**src/rtl/display_cronometro.sv**
```systemverilog
// display_cronometro: five-digit multiplexed 7-segment driver showing M.SS.CC
// Ports: clk; reset_display (async, active-high); display_enable (0 blanks digits, scan continues);
//   minutos/segundos/centesimas (binary time, clamped to 9/59/99 at frame start);
//   an (digit selects: an[0]=C ones, an[1]=C tens, an[2]=S ones, an[3]=S tens, an[4]=M);
//   seg {g,f,e,d,c,b,a}; dp. ACTIVE_LOW=1 makes an/seg/dp active-low.
// Optional: define CRONO_LEADING_ZERO_BLANK_EN to blank the minutes digit when zero
//   and the seconds-tens digit when minutes and seconds-tens are both zero.
module display_cronometro #(
  parameter int CLK_FREQ = 25_000_000,
  parameter int SCAN_FREQ = 1000,
  parameter bit ACTIVE_LOW = 1'b1
) (
  input  logic       clk,
  input  logic       reset_display,
  input  logic       display_enable,
  input  logic [3:0] minutos,
  input  logic [5:0] segundos,
  input  logic [6:0] centesimas,
  output logic [4:0] an,
  output logic [6:0] seg,
  output logic       dp
);
  localparam int DIV = CLK_FREQ / SCAN_FREQ;
  localparam int PW = (DIV > 2) ? $clog2(DIV) : 1;
  logic [PW-1:0] pre;
  logic [2:0] idx;
  logic live, tick, lit, blank;
  logic [3:0] snap_m, s_t, s_o, c_t, c_o, dig;
  logic [5:0] snap_s;
  logic [6:0] snap_c;
  logic [4:0] an_hi;
  function automatic logic [6:0] seg7(input logic [3:0] d);
    case (d)
      4'd0: seg7 = 7'h3F;
      4'd1: seg7 = 7'h06;
      4'd2: seg7 = 7'h5B;
      4'd3: seg7 = 7'h4F;
      4'd4: seg7 = 7'h66;
      4'd5: seg7 = 7'h6D;
      4'd6: seg7 = 7'h7D;
      4'd7: seg7 = 7'h07;
      4'd8: seg7 = 7'h7F;
      4'd9: seg7 = 7'h6F;
      default: seg7 = 7'h00;
    endcase
  endfunction
  assign tick = pre == PW'(DIV - 1);
  assign s_t = 4'(snap_s / 6'd10);
  assign s_o = 4'(snap_s % 6'd10);
  assign c_t = 4'(snap_c / 7'd10);
  assign c_o = 4'(snap_c % 7'd10);
  // live stays low until the first digit advance, so the display is dark for the first slot after reset
  assign lit = display_enable && live;
  always_comb begin
    dig = idx == 3'd0 ? c_o : idx == 3'd1 ? c_t : idx == 3'd2 ? s_o : idx == 3'd3 ? s_t : snap_m;
`ifdef CRONO_LEADING_ZERO_BLANK_EN
    blank = snap_m == 4'd0 && (idx == 3'd4 || (idx == 3'd3 && s_t == 4'd0));
`else
    blank = 1'b0;
`endif
    an_hi = lit ? 5'(5'b1 << idx) : 5'b0;
  end
  always_ff @(posedge clk or posedge reset_display) begin
    if (reset_display) begin
      pre <= '0;
      idx <= 3'd0;
      live <= 1'b0;
      snap_m <= 4'd0;
      snap_s <= 6'd0;
      snap_c <= 7'd0;
      an <= {5{ACTIVE_LOW}};
      seg <= {7{ACTIVE_LOW}};
      dp <= ACTIVE_LOW;
    end else begin
      pre <= tick ? '0 : pre + PW'(1);
      if (tick) begin
        idx <= idx == 3'd4 ? 3'd0 : idx + 3'd1;
        live <= 1'b1;
        // frame start: latch a coherent, clamped copy of the time
        if (idx == 3'd4) begin
          snap_m <= minutos > 4'd9 ? 4'd9 : minutos;
          snap_s <= segundos > 6'd59 ? 6'd59 : segundos;
          snap_c <= centesimas > 7'd99 ? 7'd99 : centesimas;
        end
      end
      an <= an_hi ^ {5{ACTIVE_LOW}};
      seg <= ((lit && !blank) ? seg7(dig) : 7'h00) ^ {7{ACTIVE_LOW}};
      dp <= (lit && (idx == 3'd2 || idx == 3'd4)) ^ ACTIVE_LOW;
    end
  end
endmodule

```
**config.mk**
```make
export PLATFORM = sky130hd
export DESIGN_NAME = display_cronometro
export DESIGN_NICKNAME = d
export VERILOG_FILES = /design/src/rtl/display_cronometro.sv
export SDC_FILE = /design/constraint.sdc
export NUM_CORES = 1
export LEC_CHECK = 0
export CAP_MARGIN = 10
export CORE_MARGIN = 4
export CORE_UTILIZATION = 59
export CTS_BUF_LIST = sky130_fd_sc_hd__clkbuf_8
export DETAILED_ROUTE_END_ITERATION = 8
export GPL_TIMING_DRIVEN = 0
export PLACE_DENSITY = 0.82
export SLEW_MARGIN = 20
export SYNTH_ARGS = -nofsm -noshare
export SYNTH_HDL_FRONTEND = slang
export SYNTH_SLANG_ARGS = --single-unit
```
**constraint.sdc**
```tcl
create_clock -name clk -period 3.84 [get_ports clk]
set_input_delay 0.384 -clock clk [delete_from_list [all_inputs] [get_ports clk]]
set_output_delay 0.384 -clock clk [all_outputs]
set_load 0.005 [all_outputs]
```
Yosys cells after proc, flatten, opt, wreduce, memory -nomap -nowiden
Memory sizes are Yosys's and may differ from the RTL's.
Index checks and enable logic that the tools add are counted.
{"block": "op_classes", "eq_ne": 5, "mux": 11, "shift": 1, "add_sub_neg": 2, "reduce_logical": 5, "n_lt_le_gt_ge": 3, "n_div": 4, "n_bitwise": 3}
{"cell": "$mux W4", "count": 5}
{"cell": "$add A15 B1 Y15 const B", "count": 1}
{"cell": "$eq A15 B15 Y1 const B", "count": 1}
{"cell": "$mux W15", "count": 1}
{"cell": "$mux W7", "count": 2}
{"cell": "$div A7 B4 Y7 const B", "count": 1}
{"cell": "$gt A7 B7 Y1 const B", "count": 1}
{"cell": "$mod A7 B4 Y7 const B", "count": 1}
{"cell": "$not A7 Y7", "count": 1}
{"cell": "$div A6 B4 Y6 const B", "count": 1}
{"cell": "$eq A3 B2 Y1 const B", "count": 2}
{"cell": "$gt A6 B6 Y1 const B", "count": 1}
{"cell": "$mod A6 B4 Y6 const B", "count": 1}
{"cell": "$mux W6", "count": 1}
{"cell": "$mux W5", "count": 1}
{"cell": "$not A5 Y5", "count": 1}
{"cell": "$shl A1 B3 Y5 const A", "count": 1}
{"cell": "$gt A4 B4 Y1 const B", "count": 1}
{"cell": "$add A3 B1 Y3 const B", "count": 1}
{"cell": "$eq A3 B1 Y1 const B", "count": 1}
{"cell": "$eq A3 B3 Y1 const B", "count": 1}
{"cell": "$logic_not A3 Y1", "count": 1}
{"cell": "$mux W3", "count": 1}
{"cell": "$logic_and A1 B1 Y1", "count": 2}
{"cell": "3 further kinds", "count": 3}
{"block": "totals", "reg_bits": 49, "word_cells": 44, "out_inout_bits": 13, "input_bits": 20, "mem_bits_ro": 112, "n_memories": 1}
{"name": "(no name shown)", "depth": 16, "width": 7, "rd": 1, "rd_clocked_by_memory_dff": 0, "write_ports": 0, "line": "33", "rtl": "case (d)"}

Logic depth before layout (Yosys ltp)
An unclocked memory read counts as a cell.
{"block": "logic_depth", "word_depth": 8, "mapped_depth": 16, "ltp_nobuf": 15}

Worst setup path after synthesis
No wires, ideal clock.
{"block": "synth_timing", "kind": "register to register", "from": "reg snap_c[4]", "to": "reg seg[0]", "t_arrival_ps": 3222, "path_buffers": 1, "required_time_ps": 3746, "synth_period_minus_slack_ps": 3316, "setup_time_ps": 94, "slack_ps": 524, "stages_incl_launch_ff": 16, "cell_sequence": "dfrtp_1 > buf_4 > and3b_1 > o21ai_0 > a21oi_1 > a311oi_2 > ha_1 > a21boi_1 > o2bb2ai_1 > nor4_4 > o2111ai_1 > o311ai_4 > inv_1 > ha_1 > nor3_1 > o31ai_1"}
{"block": "synth_between", "elab_chain_cells": 6, "word_cells_on_any_way": 7, "classes_between": "div: 2; mux: 3; bitwise: 1; memory: 1"}
{"element": "from (decl)", "line": "30", "rtl": "logic [6:0] snap_c;"}
{"element": "from (signal assigned)", "line": "83", "rtl": "snap_c <= centesimas > 7'd99 ? 7'd99 : centesimas;"}
{"element": "$div A7 B4 Y7", "line": "50", "rtl": "assign c_t = 4'(snap_c / 7'd10);"}
{"element": "$mux W4", "line": "55", "rtl": "dig = idx == 3'd0 ? c_o : idx == 3'd1 ? c_t : idx == 3'd2 ? s_o : idx == 3'd3 ? s_t : snap_m;"}
{"element": "$mux W4 (*)", "line": "55"}
{"element": "$mem_v2 Z16 W7 (*)"}
{"element": "$mux W7 (*)", "line": "87", "rtl": "seg <= ((lit && !blank) ? seg7(dig) : 7'h00) ^ {7{ACTIVE_LOW}};"}
{"element": "$not A7 Y7 (no line) (*)"}
{"element": "to (signal assigned)", "line": "72", "rtl": "seg <= {7{ACTIVE_LOW}};"}
{"element": "to (signal assigned)", "line": "87"}
{"element": "to (decl)", "line": "20", "rtl": "output logic [6:0] seg,"}
Mark *: on every way between the ends. The rest lies on a longest branch, timed or not.
A chain may end at the register's enable or synchronous reset.

Worst setup path after layout
{"block": "layout_timing", "from": "reg snap_c[4]", "to": "reg seg[3]"}
Same word-level chain as after synthesis.

==> flow_summary.json <==
{
  "setup_tns_ns": 0,
  "relSlewSlack_pct": 49.55,
  "nFillCells": 406,
  "post_drt_wl_per_cell_um": 14.62,
  "grt_pass1_wl_mm": 11.83,
  "antenna_cells": 0,
  "clock_sinks": 49,
  "synthTopCellsByCount": "60 x nand2_1, 36 x dfrtp_1, 33 x nor2_1, 27 x o21ai_0, 16 x a21oi_1",
  "die_x_um": 81.77,
  "cts.clk_slew.worst_paths_ns": 0.09,
  "synth.largest_area_cell": "dfrtp_1",
  "holdWs_ns": 0.3431,
  "status": "completed",
  "gp_congestion": 0.9462,
  "p_leak_nw": 1.587,
  "synth_area_um2": 3211,
  "regArea_um2": 1242,
  "antenna_found_initial": 0,
  "drtAntennaViolNets": 0,
  "grt_pass1_vias": 2629,
  "drtIter0Drc": 117,
  "numCtsBuffers": 5,
  "dr_total_vias": 2769,
  "io_pins": 33,
  "placeableCoreArea_um2": 5205,
  "cap_viol_max_count": 0,
  "grt_max_degree": 36,
  "skew_ns": 0.007785,
  "synth_nets": 404,
  "post_synth.cell_area_avg_um2": 8.654,
  "ys.flop_type": "dfrtp_1",
  "post-place-ws_ns": 0.09690,
  "worst_ep_arrival_time_ns": 3.72,
  "area_growth_pct": 17.54,
  "ys_seq_area_share_pct": 38.70,
  "clock_latency_ns": 0.30,
  "cts_tree": "built",
  "synth_top_cell_area_share_pct": 28.06,
  "final_area_um2": 3774,
  "die_h_um": 81.77,
  "synth_area_leaders": "dfrtp_1 28%, dfstp_2 11%, nand2_1 7.0%",
  "drive_above_1_share_pct": 12.29,
  "cts_hold_buf": 0,
  "synth_most_common_cell": "nand2_1",
  "drt-pass1-iter-count": 4,
  "start_util_pct": 61.68,
  "power_density_nw_per_um2": 245.3,
  "slew_viol_final": 0,
  "ir_drop_uv": 218.0,
  "worst_slew_pin_slew_ns": 0.7505,
  "htree_levels": 2,
  "drc": 0,
  "fmax_mhz": 285.8,
  "num-nets-final": 447,
  "finalHoldViolCount": 0,
  "finalPower_mw": 0.9259,
  "via_per_inst": 5.709,
  "track_usage_pct": 22.58,
  "async_reset_ff_share_pct": 100.0,
  "start_kind": "flop",
  "cp.required_ns": 4.06,
  "dieArea_um2": 6686,
  "dpl-instance-area_um2": 3638,
  "ys_warn_count": 0,
  "grt_overflow": 0,
  "totalWireLength_mm": 7.089,
  "setup_slack_ns": 0.3406,
  "synth-seq-cells": 49,
  "portBuffers": 32,
  "clock_path_buffers": 2,
  "num_rows": 26,
  "fin_crit_sh_pct": 91.13,
  "dp_hpwl_mm": 5.379,
  "rsz0062_at_grt": "no",
  "crit_type": "reg -> reg",
  "cp_max_fo": 10,
  "worstHoldPathType": "in -> async",
  "synth_enable_flop_cells": 0,
  "synthCells": 371,
  "end_kind": "flop",
  "multi_input_area_um2": 1837,
  "setup_viol": 0,
  "cts_root_buffer": "clkbuf_8",
  "min_period_ns": 3.499,
  "synthDistinctLibCells": 70
}
## per-layer routing
metal  track usage, %  wire length, um  vias to the layer above
li1                 -                -                     1387
met1            29.84             3230                     1303
met2            37.56             3498                       63
met3            4.386              252                       16
met4            6.811              107                        0
met5                0                0                        -
## path summary, 6_finish.rpt
| check | startpoint | end | slack (ns) | depth (start not counted) |
|---|---|---|---|---|
| setup / recovery | snap_c[4] | seg[3] | 0.34 | 15 |
| hold / removal | reset_display | pre[12] | 0.34 | 2 |
| setup reg to reg | snap_c[4] | seg[3] | 0.34 | 15 |
| hold reg to reg | snap_m[2] | snap_m[2] | 0.49 | 2 |
| max in group asynchronous | reset_display | an[3] | 2.95 | 3 |
| min in group clk | snap_m[2] | snap_m[2] | 0.49 | 2 |
## sequential cells by signal, indices dropped and copies added, names as in the netlist
| register | flops |
|---|---|
| an | 5 |
| seg | 7 |
| snap_m | 4 |
| live | 1 |
| dp | 1 |
| snap_c | 7 |
| idx | 3 |
| snap_s | 6 |
| pre | 15 |
## through the flow
| step | cells | utilization, % |
|---|---|---|
| 2_1_floorplan | 371 | - |
| 6_report | 485 | 72.50 |
| 5_1_grt | 485 | 72.50 |
| 3_3_place_gp | 473 | 69.52 |
| 4_1_cts | 482 | 72.07 |
| 3_5_place_dp | 474 | 69.90 |
## kinds of logic after synthesis
kind of cell / synth area share (%)
fa+ha+maj: 5.378
flops: 38.70
compound gates: 19.64
buf+inv: 4.092
xor+xnor: 4.910
simple gates: 26.66
mux: 0.6236
## area by class of cell
class                      instances  area share (%)
buffer                            17           2.089
sequential                        49           32.92
multi-input combinational        291           48.67
clock buffer                       5           1.824
inverter                          14           1.393
clock inverter                     3           1.160
tap                               70           2.321
timing repair buffer              36           9.615
## repair_timing
item                                    4_1_cts  5_1_grt
endpoints found under the hold margin         0        0
resized for setup                             0        0
buffers inserted                              0        3
endpoints found under the setup margin        0        5
## power by group
part | total (mW) | switching [mW] | leakage [nW] | internal (mW)
Clock | 0.374 | 0.178 | 0.0585 | 0.195
Sequential | 0.516 | 0 | 0.537 | 0.516
Combinational | 0.0358 | 0.0154 | 0.992 | 0.0204
## worst max-delay path, cell delays in order (launching register included)
cell	delay [ns]
dfrtp_1	0.41
buf_4	0.19
and3b_1	0.20
o21ai_0	0.15
a21oi_1	0.09
a311oi_2	0.29
ha_1	0.36
a21o_1	0.17
a21oi_2	0.07
nor4_4	0.35
o2111ai_1	0.23
o311ai_4	0.17
inv_1	0.16
ha_1	0.22
nor3_1	0.25
o31ai_1	0.11
## placed cells by master (no fill, tap or decap), types with 3 or more instances in the layout
master	n
a21oi_1	16
a22oi_1	3
buf_2	6
buf_4	5
clkbuf_1	8
clkbuf_8	5
clkdlybuf4s50_1	32
dfrtp_1	36
dfstp_2	13
ha_1	13
inv_1	12
nand2_1	60
nand2b_1	7
nand3_1	15
nor2_1	33
nor2b_1	13
nor3_1	12
o21ai_0	27
o21ai_1	4
o31ai_1	5
or3_1	3
xnor2_1	8
xor2_1	10
No activity file was read; power rests on OpenSTA's default activity.
